File: config.mk
export PLATFORM = sky130hd
export DESIGN_NAME = pc_fetch_unit
export DESIGN_NICKNAME = d
export VERILOG_FILES = /design/src/rtl/pc_fetch_unit.sv
export SDC_FILE = /design/constraint.sdc
export NUM_CORES = 1
export LEC_CHECK = 0
export CORE_ASPECT_RATIO = 1.75
export CORE_MARGIN = 5
export CORE_UTILIZATION = 45
export CTS_BUF_LIST = sky130_fd_sc_hd__clkbuf_4 sky130_fd_sc_hd__clkbuf_8 sky130_fd_sc_hd__clkbuf_16
export CTS_CLUSTER_DIAMETER = 40
export DETAILED_ROUTE_END_ITERATION = 12
export PLACE_DENSITY = 0.69
export SLEW_MARGIN = 0
export SYNTH_ARGS = -nofsm -noshare
export SYNTH_HDL_FRONTEND = slang
export SYNTH_SLANG_ARGS = --single-unit
File: constraint.sdc
create_clock -name clk -period 3.97 [get_ports clk]
set_input_delay 0.794 -clock clk [delete_from_list [all_inputs] [get_ports clk]]
set_output_delay 0.794 -clock clk [all_outputs]
set_load 0.01 [all_outputs]
File: src/rtl/pc_fetch_unit.sv
`default_nettype none
// +--------------------------------------------------------------------------+
// | Module   : pc_fetch_unit                                                 |
// | Brief    : Fetch PC generator with in-order req/gnt/rvalid bus requests, |
// |            a DEPTH-entry prefetch queue and redirect with squashing of   |
// |            in-flight responses.                                          |
// | Options  : FETCH_PERF_CNT_EN adds a saturating fetch-stall counter port. |
// | Revision : 1.0  initial release                                          |
// +--------------------------------------------------------------------------+
module pc_fetch_unit #(
   parameter int unsigned       ADDR_W     = 32,
   parameter logic [ADDR_W-1:0] RESET_ADDR = '0,
   parameter int unsigned       DEPTH      = 4,
   parameter int unsigned       INC        = 4
) (
   input  logic              clk,
   input  logic              rst,
   input  logic              jtag_reset_flag_i,
   input  logic              jump_flag_i,
   input  logic [ADDR_W-1:0] jump_addr_i,
   input  logic              hold_i,
   output logic              req_o,
   output logic [ADDR_W-1:0] req_addr_o,
   input  logic              gnt_i,
   input  logic              rvalid_i,
   input  logic [ADDR_W-1:0] rdata_i,
   output logic              inst_valid_o,
   output logic [ADDR_W-1:0] inst_o,
   output logic [ADDR_W-1:0] inst_addr_o,
   input  logic              inst_ready_i
`ifdef FETCH_PERF_CNT_EN
   ,
   output logic [31:0]       fetch_stall_cnt_o
`endif
);

   localparam int unsigned       IDX_W     = $clog2(DEPTH);
   localparam int unsigned       PTR_W     = IDX_W + 1;
   localparam logic [PTR_W:0]    C_DEPTH   = (PTR_W+1)'(DEPTH);
   localparam logic [PTR_W-1:0]  C_PTR_ONE = PTR_W'(1);
   localparam logic [ADDR_W-1:0] C_INC     = ADDR_W'(INC);

   // Registered state
   logic [ADDR_W-1:0] pc_q, pc_d;
   logic [ADDR_W-1:0] addr_q [DEPTH];
   logic [ADDR_W-1:0] addr_d [DEPTH];
   logic [ADDR_W-1:0] data_q [DEPTH];
   logic [ADDR_W-1:0] data_d [DEPTH];
   logic [DEPTH-1:0]  dvalid_q, dvalid_d;
   logic [PTR_W-1:0]  alloc_ptr_q, alloc_ptr_d;
   logic [PTR_W-1:0]  data_ptr_q, data_ptr_d;
   logic [PTR_W-1:0]  rd_ptr_q, rd_ptr_d;
   logic [PTR_W-1:0]  discard_q, discard_d;
   logic              started_q, started_d;

   // Combinational helpers
   logic              w_redirect;
   logic [ADDR_W-1:0] w_target;
   logic [PTR_W-1:0]  w_allocated;
   logic [PTR_W:0]    w_occupancy;
   logic              w_credit;
   logic [IDX_W-1:0]  w_alloc_idx;
   logic [IDX_W-1:0]  w_data_idx;
   logic [IDX_W-1:0]  w_rd_idx;
   logic              w_discard_nz;
   logic              w_grant;
   logic              w_resp_drop;
   logic              w_resp_write;
   logic              w_pop;

   // The soft reset is simply a redirect to RESET_ADDR and wins over a jump.
   assign w_redirect   = jtag_reset_flag_i | jump_flag_i;
   assign w_target     = jtag_reset_flag_i ? RESET_ADDR : jump_addr_i;

   // Credit counts both live entries and responses still owed to squashed requests.
   assign w_allocated  = alloc_ptr_q - rd_ptr_q;
   assign w_occupancy  = {1'b0, w_allocated} + {1'b0, discard_q};
   assign w_credit     = (w_occupancy < C_DEPTH);

   assign w_alloc_idx  = alloc_ptr_q[IDX_W-1:0];
   assign w_data_idx   = data_ptr_q[IDX_W-1:0];
   assign w_rd_idx     = rd_ptr_q[IDX_W-1:0];
   assign w_discard_nz = |discard_q;

   assign req_o        = started_q & w_credit & ~hold_i & ~w_redirect;
   assign req_addr_o   = pc_q;

   assign inst_valid_o = (data_ptr_q != rd_ptr_q) & dvalid_q[w_rd_idx];
   assign inst_o       = data_q[w_rd_idx];
   assign inst_addr_o  = addr_q[w_rd_idx];

   assign w_grant      = req_o & gnt_i;
   assign w_resp_drop  = rvalid_i & w_discard_nz;
   assign w_resp_write = rvalid_i & ~w_discard_nz;
   assign w_pop        = inst_valid_o & inst_ready_i;

   // Next-state computation for PC, queue contents, pointers and discard count.
   always_comb begin
      pc_d        = pc_q;
      addr_d      = addr_q;
      data_d      = data_q;
      dvalid_d    = dvalid_q;
      alloc_ptr_d = alloc_ptr_q;
      data_ptr_d  = data_ptr_q;
      rd_ptr_d    = rd_ptr_q;
      discard_d   = discard_q;
      started_d   = 1'b1;

      if (w_redirect) begin
         pc_d        = w_target;
         alloc_ptr_d = '0;
         data_ptr_d  = '0;
         rd_ptr_d    = '0;
         // Every granted request without data yet will still return a response
         // that must be dropped. A response arriving right now is either one
         // already counted in discard_q (drop) or the oldest of the
         // alloc-data outstanding ones (already returned), so one is
         // subtracted in both cases.
         discard_d   = discard_q + (alloc_ptr_q - data_ptr_q)
                       - (rvalid_i ? C_PTR_ONE : '0);
      end else begin
         if (w_grant) begin
            addr_d[w_alloc_idx]   = pc_q;
            dvalid_d[w_alloc_idx] = 1'b0;
            alloc_ptr_d           = alloc_ptr_q + C_PTR_ONE;
            pc_d                  = pc_q + C_INC;
         end
         if (w_resp_drop) begin
            discard_d = discard_q - C_PTR_ONE;
         end
         if (w_resp_write) begin
            data_d[w_data_idx]   = rdata_i;
            dvalid_d[w_data_idx] = 1'b1;
            data_ptr_d           = data_ptr_q + C_PTR_ONE;
         end
         if (w_pop) begin
            rd_ptr_d = rd_ptr_q + C_PTR_ONE;
         end
      end
   end

   // State registers with asynchronous active-low reset.
   always_ff @(posedge clk or negedge rst) begin
      if (!rst) begin
         pc_q        <= RESET_ADDR;
         dvalid_q    <= '0;
         alloc_ptr_q <= '0;
         data_ptr_q  <= '0;
         rd_ptr_q    <= '0;
         discard_q   <= '0;
         started_q   <= 1'b0;
         for (int i = 0; i < DEPTH; i++) begin
            addr_q[i] <= '0;
            data_q[i] <= '0;
         end
      end else begin
         pc_q        <= pc_d;
         dvalid_q    <= dvalid_d;
         alloc_ptr_q <= alloc_ptr_d;
         data_ptr_q  <= data_ptr_d;
         rd_ptr_q    <= rd_ptr_d;
         discard_q   <= discard_d;
         started_q   <= started_d;
         for (int i = 0; i < DEPTH; i++) begin
            addr_q[i] <= addr_d[i];
            data_q[i] <= data_d[i];
         end
      end
   end

`ifdef FETCH_PERF_CNT_EN
   logic [31:0] stall_cnt_q, stall_cnt_d;

   // Count cycles where decode is ready but has nothing to take; saturating.
   always_comb begin
      stall_cnt_d = stall_cnt_q;
      if (inst_ready_i && !inst_valid_o && started_q && (stall_cnt_q != 32'hFFFF_FFFF)) begin
         stall_cnt_d = stall_cnt_q + 32'd1;
      end
   end

   // Stall counter register; only the hard reset clears it.
   always_ff @(posedge clk or negedge rst) begin
      if (!rst) begin
         stall_cnt_q <= '0;
      end else begin
         stall_cnt_q <= stall_cnt_d;
      end
   end

   assign fetch_stall_cnt_o = stall_cnt_q;
`endif

endmodule
`default_nettype wire

==> impl_metrics.csv <==
group,metric,value,unit
sta,whs,0.216,ns
floorplanning,std_cell_rows,88,
routing,vias_per_cell,5.63,
synthesis,ys_warn_count,0,
min_path,hp-class,"primary input to async pin",
clock_network,clock_latency,0.54,ns
floorplanning,die_y,250,um
sta,fmax,266,MHz
synthesis,syn_area,0.0149,mm^2
clock_network,clockBufferDepth,3,
routing,first_iter_violations,396,
synthesis,synth_area_leaders,"dfrtp_1 (51%), mux2_4 (11%), mux2_2 (10%)",
sta,rsz0062_at_grt,"false",
clock_network,htree_levels,2,
global_routing,grt_usage,0.200,
floorplanning,die_w,147,um
routing,drtPass1Iterations,5,
worst_setup_path,rr_endpoint,"addr_q[73]",
sta,hold_viol_final,0,
sta,maxSlewViolCount,0,
routing,wl_per_cell,22.5,um
floorplanning,die_area,0.0369,mm^2
routing,vias,9062,
global_routing,grt_max_degree,70,
worst_setup_path,crit_type,"flip-flop to primary output",
power_and_ir_drop,p_sw,2.25,mW
synthesis,synth_cells,1008,
synthesis,synth_edf_count,0,
layout,fin_nets,1265,
worst_setup_path,rr_startpoint,"alloc_ptr_q[0]",
global_routing,grt.overflow.total,0,
sta,worst_pin_slew,0.841,ns
synthesis,yosys_most_used_dff,"dfrtp_1",
worst_setup_path,r2r_setup_slack,0.32,ns
worst_setup_path,crit_required,3.18,ns
power_and_ir_drop,sequentialPowerShare,0.404,
clock_network,clkSlewWorstSetupHoldPaths,0.07,ns
floorplanning,start_util,0.453,
synthesis,syn_nets,1101,
layout,fin_util,0.558,
outcome,status,"complete, no violations",
floorplanning,io_pins,170,
synthesis,yosysTopAreaCell,"dfrtp_1",
synthesis,synth-async-reset-ratio,1.00,
synthesis,ys_types,61,
global_routing,grt_pass1_wl,58300,um
synthesis,synth.yosys.seq_area_share,0.514,
sta,timing.final.crit_share,0.948,
global_routing,antenna_found_initial,1,
power_and_ir_drop,power_frac_comb,0.166,
routing,route.detailed.drc,0,
power_and_ir_drop,p_leak,8.67,nW
worst_setup_path,cp_max_fo,37,
placement,gp_congestion,0.786,
sta,period_needed,3.76,ns
routing,routed_wl,36300,um
clock_network,tritoncts,"done",
power_and_ir_drop,clkPwrFrac,0.430,
sta,slew-limit-headroom,0.440,
power_and_ir_drop,intPower,6.50,mW
routing,ant_nets,0,
power_and_ir_drop,p_sw_frac,0.257,
power_and_ir_drop,p_total,8.75,mW
synthesis,syn_avg_cell_area,14.7,um^2
layout,layout-drive-gt1-share,0.359,
clock_network,hold_buffers,0,
power_and_ir_drop,ir_worst_vdd,0.000449,V
synthesis,ys_ff_latch,305,
sta,worst_clock_skew,0.0269,ns
clock_network,clkSinkCount,305,
sta,setup_tns,0,ns
sta,setup_viol,0,
placement,io_buffers,169,
power_and_ir_drop,power_density,478,mW/mm^2
floorplanning,coreArea,0.0328,mm^2
layout,area_growth,23.3,%
run,max_cap_viol_count,0,
clock_network,cts_buffers,40,
global_routing,grt_pass1_vias,10180,
worst_setup_path,ff2ff_path_depth,12,
worst_setup_path,worstSetupEndpointType,"primary output",
worst_setup_path,cp.arrival,2.97,ns
clock_network,cts_root_buffer,"clkbuf_16",
placement,dpl.hpwl,23400,um
worst_setup_path,worst_setup_path_start_kind,"flip-flop",
synthesis,synthDominantCellAreaShare,0.514,
cell type report:
class                   count  area, um^2
fillers                  2693       14500
diodes                      1        2.50
well taps                 405         507
repair buffers            192        1960
multi-input cells         615        6750
inverters                  18        67.6
clock inverters            27         307
flip-flops and latches    305        7640
clock buffers              46        1090
layer usage:
metal / routed length, um / global-route usage / vias up
li1: - / - / 4008
met4: 1290 / 0.0760 / 0
met1: 14000 / 0.236 / 4729
met5: 0 / 0 / -
met2: 19100 / 0.359 / 243
met3: 1900 / 0.0393 / 82
cell usage after synthesis, types with 3 or more instances:
| cell | n |
|---|---|
| o21ai_0 | 15 |
| clkbuf_1 | 20 |
| ha_1 | 16 |
| nor3_1 | 7 |
| xnor2_1 | 17 |
| nand2_2 | 4 |
| and4_1 | 6 |
| nand4_1 | 10 |
| nand2_1 | 49 |
| mux2_2 | 134 |
| dfrtp_1 | 305 |
| inv_1 | 18 |
| mux2_1 | 10 |
| a21oi_1 | 21 |
| nand2_4 | 4 |
| nand3_1 | 17 |
| buf_6 | 14 |
| fa_1 | 5 |
| buf_4 | 3 |
| mux2i_1 | 4 |
| buf_2 | 29 |
| nor4_4 | 3 |
| a211oi_1 | 10 |
| and2_1 | 7 |
| nor2_1 | 39 |
| nor4_1 | 4 |
| and3_1 | 5 |
| mux2_4 | 111 |
| mux4_2 | 65 |
| xor2_1 | 10 |
| buf_1 | 4 |
registers in the layout, summed over array words and instances, names as in the netlist:
register	count
addr_q	128
data_q	128
req_addr_o	32
dvalid_q	4
alloc_ptr_q	3
data_ptr_q	3
discard_q	3
rd_ptr_q	3
started_q	1
worst max-delay path, stage by stage (launching register included):
cell,delay [ns]
dfrtp_4,0.42
clkbuf_8,0.45
buf_8,0.42
mux4_2,0.56
clkdlybuf4s50_1,0.55
cells by family after synthesis:
group | share of synthesized area
DFF | 0.514
AOI/OAI and AO/OA | 0.0318
muxes | 0.323
buffers and inverters | 0.0325
and+or+nand+nor | 0.0630
xor gates and xnor gates | 0.0159
adders and majority gates | 0.0202
other | 0.000252
worst max-delay path by stage:
stage | cells past startpoint | to | startpoint | slack, ns
finish | 4 | inst_addr_o[30] | rd_ptr_q[0] | 0.21
global route | 4 | inst_addr_o[30] | rd_ptr_q[0] | 0.02
CTS | 11 | req_o | alloc_ptr_q[0] | 0.01
detailed placement | 4 | inst_addr_o[30] | rd_ptr_q[0] | 0.16
global placement | 11 | req_o | alloc_ptr_q[0] | 0.17
floorplan | 11 | req_o | rd_ptr_q[1] | 0.06
metrics by stage:
stage	cell area, um^2	setup slack, ns	instances
5_1_grt	18300	0.0202	1609
6_report	18300	0.205	1609
2_1_floorplan	14900	0.0587	1008
3_3_place_gp	16900	0.172	1535
4_1_cts	18300	0.0135	1608
3_5_place_dp	16900	0.164	1535
power groups by stage:
stage	logic, mW	registers [mW]	clock network [mW]
3_5_place_dp	1.47	3.59	0
6_report	1.45	3.53	3.77
3_3_place_gp	1.46	3.57	0
4_1_cts	1.48	3.54	3.86
5_1_grt	1.58	3.57	4.00
2_1_floorplan	0.779	3.52	0
what timing repair did:
action | in CTS | in global routing
setup endpoints to repair | 31 | 6
pin swaps | 0 | 4
gates resized for setup | 6 | 5
buffers inserted | 0 | 0
cell usage in the layout (no fill, tap or decap), types with 5 or more instances in the layout:
cell,synthesis,routed
dfrtp_1,305,303
clkdlybuf4s50_1,0,167
mux2_2,134,134
mux2_4,111,111
mux4_2,65,65
nand2_1,49,49
clkbuf_16,0,41
nor2_1,39,39
a21oi_1,21,21
inv_1,18,17
xnor2_1,17,17
nand3_1,17,17
ha_1,16,16
o21ai_0,15,15
buf_4,3,14
xor2_1,10,10
mux2_1,10,10
a211oi_1,10,10
nand4_1,10,10
inv_6,0,9
and2_1,7,7
nor3_1,7,7
and4_1,6,6
buf_12,0,6
and3_1,5,5
fa_1,5,5
clkbuf_8,0,5
No activity file was read; power rests on OpenSTA's default activity.
